`config.mk`:
```
export PLATFORM = sky130hd
export DESIGN_NAME = pipe_share_sched
export DESIGN_NICKNAME = d
export VERILOG_FILES = /design/src/rtl/pipe_share_sched_pkg.sv /design/src/rtl/pipe_share_sched_tag_fifo.sv /design/src/rtl/pipe_share_sched.sv
export SDC_FILE = /design/constraint.sdc
export NUM_CORES = 1
export LEC_CHECK = 0
export ABC_AREA = 1
export ABC_CLOCK_PERIOD_IN_PS = 3300
export CAP_MARGIN = 20
export CORE_ASPECT_RATIO = 0.8
export CORE_MARGIN = 5
export CORE_UTILIZATION = 30
export CTS_BUF_LIST = sky130_fd_sc_hd__clkbuf_8
export DETAILED_ROUTE_END_ITERATION = 8
export PLACE_DENSITY = 0.8
export SYNTH_ARGS = -nofsm -noshare
export SYNTH_HDL_FRONTEND = slang
export SYNTH_SLANG_ARGS = --single-unit
```
`constraint.sdc`:
```
create_clock -name i_clk -period 3.3 [get_ports i_clk]
set_clock_uncertainty 0.05 [all_clocks]
set_input_delay 0.99 -clock i_clk [delete_from_list [all_inputs] [get_ports i_clk]]
set_output_delay 0.99 -clock i_clk [all_outputs]
set_load 0.02 [all_outputs]
```
`src/rtl/pipe_share_sched_pkg.sv`:
```
// Shared types and helpers for the pipeline-sharing round-robin scheduler.
package pipe_share_sched_pkg;

    typedef enum logic [1:0] {
        StRun   = 2'd0,
        StDrain = 2'd1,
        StHalt  = 2'd2
    } state_e;

    // Ceiling log2, never below 1 so the result can size a vector directly.
    function automatic int unsigned clog2(input int unsigned n);
        int unsigned r;
        int unsigned v;
        r = 0;
        v = 1;
        while (v < n) begin
            v = v << 1;
            r = r + 1;
        end
        return (r == 0) ? 1 : r;
    endfunction

endpackage

```
`src/rtl/pipe_share_sched_tag_fifo.sv`:
```
// Tag FIFO: remembers which requester issued each item currently in the pipeline.
module pipe_share_sched_tag_fifo
    import pipe_share_sched_pkg::*;
#(
    parameter int unsigned P_DEPTH = 6,
    parameter int unsigned P_TAGW  = 2,
    localparam int unsigned CntW   = clog2(P_DEPTH + 1),
    localparam int unsigned PtrW   = clog2(P_DEPTH)
) (
    input  logic              i_clk,
    input  logic              i_rst,
    input  logic              push_i,
    input  logic [P_TAGW-1:0] tag_i,
    input  logic              pop_i,
    output logic [P_TAGW-1:0] tag_o,
    output logic              full_o,
    output logic              empty_o,
    output logic [CntW-1:0]   count_o
);

    logic [P_TAGW-1:0] mem_q [P_DEPTH];
    logic [PtrW-1:0]   wr_ptr_q, wr_ptr_d;
    logic [PtrW-1:0]   rd_ptr_q, rd_ptr_d;
    logic [CntW-1:0]   count_q, count_d;
    logic              do_push;
    logic              do_pop;

    function automatic logic [PtrW-1:0] ptr_inc(input logic [PtrW-1:0] p);
        return (p == PtrW'(P_DEPTH - 1)) ? '0 : p + 1'b1;
    endfunction

    assign full_o  = (count_q == CntW'(P_DEPTH));
    assign empty_o = (count_q == '0);
    assign count_o = count_q;
    assign tag_o   = mem_q[rd_ptr_q];

    // A pop of an empty FIFO is dropped; a full FIFO takes a push only alongside a pop.
    assign do_pop  = pop_i & ~empty_o;
    assign do_push = push_i & (~full_o | do_pop);

    // Next-state for pointers and occupancy count.
    always_comb begin
        wr_ptr_d = do_push ? ptr_inc(wr_ptr_q) : wr_ptr_q;
        rd_ptr_d = do_pop ? ptr_inc(rd_ptr_q) : rd_ptr_q;
        count_d  = count_q;
        if (do_push && !do_pop) begin
            count_d = count_q + 1'b1;
        end else if (do_pop && !do_push) begin
            count_d = count_q - 1'b1;
        end
    end

    // Pointer and count registers.
    always_ff @(posedge i_clk) begin
        if (i_rst) begin
            wr_ptr_q <= '0;
            rd_ptr_q <= '0;
            count_q  <= '0;
        end else begin
            wr_ptr_q <= wr_ptr_d;
            rd_ptr_q <= rd_ptr_d;
            count_q  <= count_d;
        end
    end

    // Storage; contents are meaningless while empty so no reset is needed.
    always_ff @(posedge i_clk) begin
        if (do_push) begin
            mem_q[wr_ptr_q] <= tag_i;
        end
    end

endmodule

```
`src/rtl/pipe_share_sched.sv`:
```
// Round-robin scheduler sharing one stall-compacting pipeline among several requesters.
module pipe_share_sched
    import pipe_share_sched_pkg::*;
#(
    parameter int unsigned P_REQ    = 4,
    parameter int unsigned P_STAGES = 6,
    parameter int unsigned P_WIDTH  = 32,
    parameter int unsigned P_TAGW   = 2
) (
    input  logic                       i_clk,
    input  logic                       i_rst,
    input  logic [P_REQ-1:0]           i_req_valid,
    input  logic [P_REQ*P_WIDTH-1:0]   i_req_data,
    output logic [P_REQ-1:0]           o_req_ready,
    output logic [P_WIDTH-1:0]         o_pipe_in,
    output logic                       o_pipe_in_valid,
    output logic                       o_pipe_stall,
    input  logic [P_WIDTH-1:0]         i_pipe_out,
    input  logic                       i_pipe_out_valid,
    output logic [P_WIDTH-1:0]         o_out_data,
    output logic [P_TAGW-1:0]          o_out_tag,
    output logic                       o_out_valid,
    input  logic                       i_out_ready,
    input  logic                       i_halt_req,
    output logic                       o_halted,
    output logic                       o_err
);

    localparam int unsigned OccW = clog2(P_STAGES + 1);
    localparam int unsigned CntW = clog2(P_STAGES + 1);

    state_e            state_q;
    logic              halted_q;
    logic [OccW-1:0]   occ_q, occ_d;
    logic [P_TAGW-1:0] last_q, last_d;
    logic              err_q, err_d;

    logic              xfer_out;
    logic              can_push;
    logic              push;
    logic              win_found;
    logic [P_TAGW-1:0] win_idx;
    int unsigned       cand;
    logic [P_TAGW-1:0] cand_idx;

    logic              fifo_full;
    logic              fifo_empty;
    logic [CntW-1:0]   fifo_count;
    logic              unused_fifo;

    assign unused_fifo = ^{fifo_full, fifo_count};

    assign o_pipe_stall = i_pipe_out_valid & ~i_out_ready;
    assign xfer_out     = i_pipe_out_valid & i_out_ready;

    // A stalled pipeline still absorbs input while it has a bubble to compact.
    assign can_push = (state_q == StRun) & (~o_pipe_stall | (occ_q < OccW'(P_STAGES)));
    assign push     = can_push & win_found;

    assign o_pipe_in_valid = push;
    assign o_out_data      = i_pipe_out;
    assign o_out_valid     = i_pipe_out_valid;
    assign o_halted        = halted_q;
    assign o_err           = err_q;

    // Round-robin search starting just after the last winner.
    always_comb begin
        win_found = 1'b0;
        win_idx   = '0;
        cand      = 0;
        cand_idx  = '0;
        for (int unsigned i = 1; i <= P_REQ; i++) begin
            cand     = (32'(last_q) + i) % P_REQ;
            cand_idx = P_TAGW'(cand);
            if (!win_found && i_req_valid[cand_idx]) begin
                win_found = 1'b1;
                win_idx   = cand_idx;
            end
        end
    end

    // One-hot grant and data mux toward the pipeline input.
    always_comb begin
        o_req_ready = '0;
        o_pipe_in   = '0;
        for (int unsigned k = 0; k < P_REQ; k++) begin
            if (push && (win_idx == P_TAGW'(k))) begin
                o_req_ready[k] = 1'b1;
                o_pipe_in      = i_req_data[k*P_WIDTH +: P_WIDTH];
            end
        end
    end

    // Occupancy, round-robin pointer and sticky error next-state.
    always_comb begin
        occ_d  = occ_q;
        err_d  = err_q;
        last_d = push ? win_idx : last_q;
        if (i_pipe_out_valid && fifo_empty) begin
            err_d = 1'b1;
        end
        if (push && !xfer_out) begin
            if (occ_q == OccW'(P_STAGES)) begin
                err_d = 1'b1;
            end else begin
                occ_d = occ_q + 1'b1;
            end
        end else if (xfer_out && !push) begin
            if (occ_q == '0) begin
                err_d = 1'b1;
            end else begin
                occ_d = occ_q - 1'b1;
            end
        end
    end

    // Occupancy, pointer and error registers.
    always_ff @(posedge i_clk) begin
        if (i_rst) begin
            occ_q  <= '0;
            last_q <= P_TAGW'(P_REQ - 1);
            err_q  <= 1'b0;
        end else begin
            occ_q  <= occ_d;
            last_q <= last_d;
            err_q  <= err_d;
        end
    end

    // Drain/halt FSM; the drain completes on the cycle its last item leaves.
    always_ff @(posedge i_clk) begin
        if (i_rst) begin
            state_q  <= StRun;
            halted_q <= 1'b0;
        end else begin
            unique case (state_q)
                StRun: begin
                    if (i_halt_req) begin
                        state_q <= StDrain;
                    end
                end
                StDrain: begin
                    if (!i_halt_req) begin
                        state_q <= StRun;
                    end else if (occ_d == '0) begin
                        state_q  <= StHalt;
                        halted_q <= 1'b1;
                    end
                end
                StHalt: begin
                    if (!i_halt_req) begin
                        state_q  <= StRun;
                        halted_q <= 1'b0;
                    end
                end
                default: begin
                    state_q  <= StRun;
                    halted_q <= 1'b0;
                end
            endcase
        end
    end

    pipe_share_sched_tag_fifo #(
        .P_DEPTH (P_STAGES),
        .P_TAGW  (P_TAGW)
    ) u_tag_fifo (
        .i_clk   (i_clk),
        .i_rst   (i_rst),
        .push_i  (push),
        .tag_i   (win_idx),
        .pop_i   (xfer_out),
        .tag_o   (o_out_tag),
        .full_o  (fifo_full),
        .empty_o (fifo_empty),
        .count_o (fifo_count)
    );

endmodule

```
==> qor.csv <==
stage;metric;value;unit
layout;final_common_cell;nand2_1;
routing;wl_met2;7046;um
synthesis;ys_seq_area_share;27.42;%
global_route;grtUsageTotal;23.21;%
clock_network;clkLatencyLatePin;0.29;ns
routing;postRouteWirelength;13940;um
routing;num_vias;3837;
hold_path;hold_path_class;flop to flop;
worst_setup_path;r2r_end;u_tag_fifo.count_o[1];
worst_setup_path;worst-r2r-setup-slack;0.32;ns
synthesis;synth_cell_types;36;
floorplan;row_count;31;
synthesis;synthSimpleGateAreaFrac;42.00;%
clock_network;cts_tree;done;
sta;finalHoldViolations;0;
sta;fmax;259.3;MHz
pwr;vdd_drop_max;0.7014;mV
worst_setup_path;regToRegStartpoint;last_q[0];
sta;slew_headroom;68.98;%
routing;top_layer_used;met4;
sta;finalMaxSlewViolations;0;
floorplan;io_pins;244;
placed_design;port_buffers;179;
worst_setup_path;crit_arrival;2.82;ns
synthesis;synthesis.nets;611;
layout;final_cell_mix;nand2_1 (139), clkdlybuf4s50_1 (135), buf_4 (67);
job;max_cap_violations;0;
worst_setup_path;path_max_fanout;6;
synthesis;synth-compound-area-share;9.139;%
hold_path;hold-path-endpoint;u_tag_fifo.rd_ptr_q[2];
hold_path;min_path_cells;2;
layout;nets;834;
floorplan;core_area;0.009154;mm2
worst_setup_path;worst-setup-path-type;input port to output port;
run_status;violations;negative setup slack;
clock_network;clockBufferDepth;2;
floorplan;die_x;118.9;um
hold_path;min_from;u_tag_fifo.rd_ptr_q[2];
routing;drcViolationCount;0;
floorplan;die_y;97.15;um
run_status;outcome;finished with violations;
layout;area_growth;101.2;%
routing;firstDrtPassIters;4;
floorplan;dieArea;0.01155;mm2
sta;worst_slew_pin_slew;0.4632;ns
worst_setup_path;startpoint;i_req_valid[0];
synthesis;synth_warnings;0;
routing;met3_wirelength;1289;um
synthesis;synth.avg_cell_area;6.531;um2
floorplan;initial_core_util;31.11;%
synthesis;ys_ff_latch;33;
worst_setup_path;slowest_stage;xor2_1;
sta;fin_crit_sh;116.9;%
sta;rsz0062_at_grt;true;
sta;period_needed;3.857;ns
worst_setup_path;required;2.26;ns
worst_setup_path;startpoint_type;input port;
worst_setup_path;cp_cell_sequence;buf_8, inv_4, nand2_2, o21ai_1, nand2_1, o21ai_4, nor2_1, nor2_1, xor2_1, buf_4, nand2_4, nor2_4, buf_6, buf_16, nand2_4, nand4_1, buf_4;
routing;ant_nets;0;
layout;utilization;62.60;%
layout;drive_gt1_share;31.67;%
synthesis;yosys.area_share.xor_xnor;0.6151;%
routing;viasPerCell;4.945;
clock_network;htreeDepth;2;
worst_setup_path;ff2ff_path_depth;19;
placed_design;hpwlAfterDp;10390;um
pwr;p_total;7935;uW
routing;wl_per_cell;17.97;um
worst_setup_path;max_stage_delay;0.22;ns
synthesis;synth_top_family_by_area;simple AND/OR/NAND/NOR gates;
layout;fillerInstances;778;
clock_network;cts.sinks;33;
routing;drtIter0Drc;221;
routing;wl_met1;5379;um
synthesis;syn_inst;436;
placed_design;gp_congestion;0.9531;
clock_network;clkTransAtPathRegs;0.06;ns
synthesis;syn_area;0.002848;mm2
clock_network;root_buffer;clkbuf_8;
global_route;overflow;0;
pwr;p_per_area;1385;mW/mm2
synthesis;synthMuxAreaShare;0.3515;%
clock_network;cts-buffers-inserted;5;
synthesis;synthAdderAreaFrac;2.900;%
global_route;grt_max_degree;26;
sta;finalSetupViolCount;37;
sta;final.setup.worst_slack;-0.5566;ns
worst_setup_path;end_kind;output port;
global_route;grt_pass1_wl;21550;um
global_route;grt_pass1_vias;3901;
global_route;antenna_found_initial;1;
pwr;p_leak;0.002540;uW
[flip-flops by register name (all words and copies together), names as in the netlist, named ones only]
name	cells
occ_q	3
u_tag_fifo.wr_ptr_q	3
u_tag_fifo.rd_ptr_q	3
last_q	2
u_tag_fifo.mem_q	12
u_tag_fifo.count_o	3
o_err	1
state_q	2
o_halted	1
[stage by stage]
stage	worst slack [ns]	hold slack [ns]	setup TNS (ns)	instances	area, um2
after global placement	-1.378	0.4007	-48.50	719	4846
after floorplan	-0.2341	0.3852	-6.246	436	2913
after global routing	-0.6628	0.4650	-20.77	776	5731
final	-0.5566	0.4407	-16.91	776	5731
after detailed placement	-1.457	0.4196	-51.58	719	4846
after CTS	-0.5384	0.4387	-16.95	774	5623
[cell usage after synthesis]
library cell / n / area share, %
nand4_1: 38 / 8.3
nand3_1: 15 / 2.6
a31oi_1: 2 / 0.44
a22oi_4: 1 / 0.75
buf_6: 4 / 1.6
nor2_1: 20 / 2.6
o41ai_1: 1 / 0.31
buf_4: 39 / 10
mux2i_1: 1 / 0.35
fa_1: 1 / 0.70
ha_1: 5 / 2.2
a32o_1: 2 / 0.70
dfxtp_1: 21 / 15
a21oi_1: 14 / 2.5
nor3_1: 4 / 0.70
a21oi_2: 1 / 0.31
nand3_2: 1 / 0.35
xor2_1: 1 / 0.31
inv_2: 3 / 0.40
clkbuf_1: 1 / 0.13
nand2_2: 6 / 1.3
or2_2: 1 / 0.22
o21a_1: 1 / 0.26
buf_2: 3 / 0.53
o21ai_0: 11 / 1.9
o22ai_1: 4 / 0.88
nor4_1: 1 / 0.22
o21ai_4: 1 / 0.57
inv_1: 32 / 4.2
edfxtp_1: 12 / 13
xnor2_1: 1 / 0.31
o211ai_1: 1 / 0.26
nand2_1: 179 / 24
a21boi_0: 1 / 0.26
inv_4: 2 / 0.44
nor2_4: 5 / 2.0
[layer usage]
metal  global-route usage, %  vias up
met5                       0        -
met4                   6.411        0
met3                   7.043       22
met2                   41.27      180
met1                   26.94     1782
li1                        -     1853
[worst max path at each step]
stage                     depth (start not counted)  slack [ns]       endpoint
after CTS                                        18       -0.54  o_pipe_in[27]
after floorplan                                  14       -0.23  o_pipe_in[23]
after global routing                             17       -0.66   o_pipe_in[0]
final                                            17       -0.56  o_pipe_in[17]
after global placement                           14       -1.38  o_pipe_in[27]
after detailed placement                         14       -1.46  o_pipe_in[12]
[where the power goes]
group	switching, uW	total, uW	internal [uW]
logic	3580	6910	3320
clock network	138	358	219
registers	78.2	672	594
total	3800	7930	4140
[worst max-delay path: cells and delay by family]
kind / cells / cell delay [ns]
buffers and inverters: 6 / 0.77
and+or+nand+nor: 8 / 0.68
xor gates and xnor gates: 1 / 0.22
AOI/OAI and AO/OA: 2 / 0.16
[logic make-up after synthesis]
| logic type | count (synthesis) |
|---|---|
| AOI/OAI and AO/OA | 40 |
| xor gates and xnor gates | 2 |
| adders and majority gates | 6 |
| buffers and inverters | 84 |
| DFF | 33 |
| muxes | 1 |
| and+or+nand+nor | 270 |
[what timing repair did]
| item | 4_1_cts | 5_1_grt |
|---|---|---|
| gates resized for setup | 285 | 39 |
| endpoints found under the setup margin | 40 | 40 |
| hold buffers | 0 | 0 |
| pin swaps | 53 | 22 |
| cloned | 7 | 0 |
| buffers inserted | 41 | 7 |
[final cells by class]
type	count	area (um2)	share of cell area [%]
clock buffer	5	68.82	1.201
clock inverter	3	37.54	0.6550
timing repair buffer	263	2718	47.42
antenna	1	2.502	0.04367
multi-input combinational	319	1828	31.90
sequential	33	780.7	13.62
tap	115	143.9	2.511
inverter	37	151.4	2.642
No activity file was read; power rests on OpenSTA's default activity.
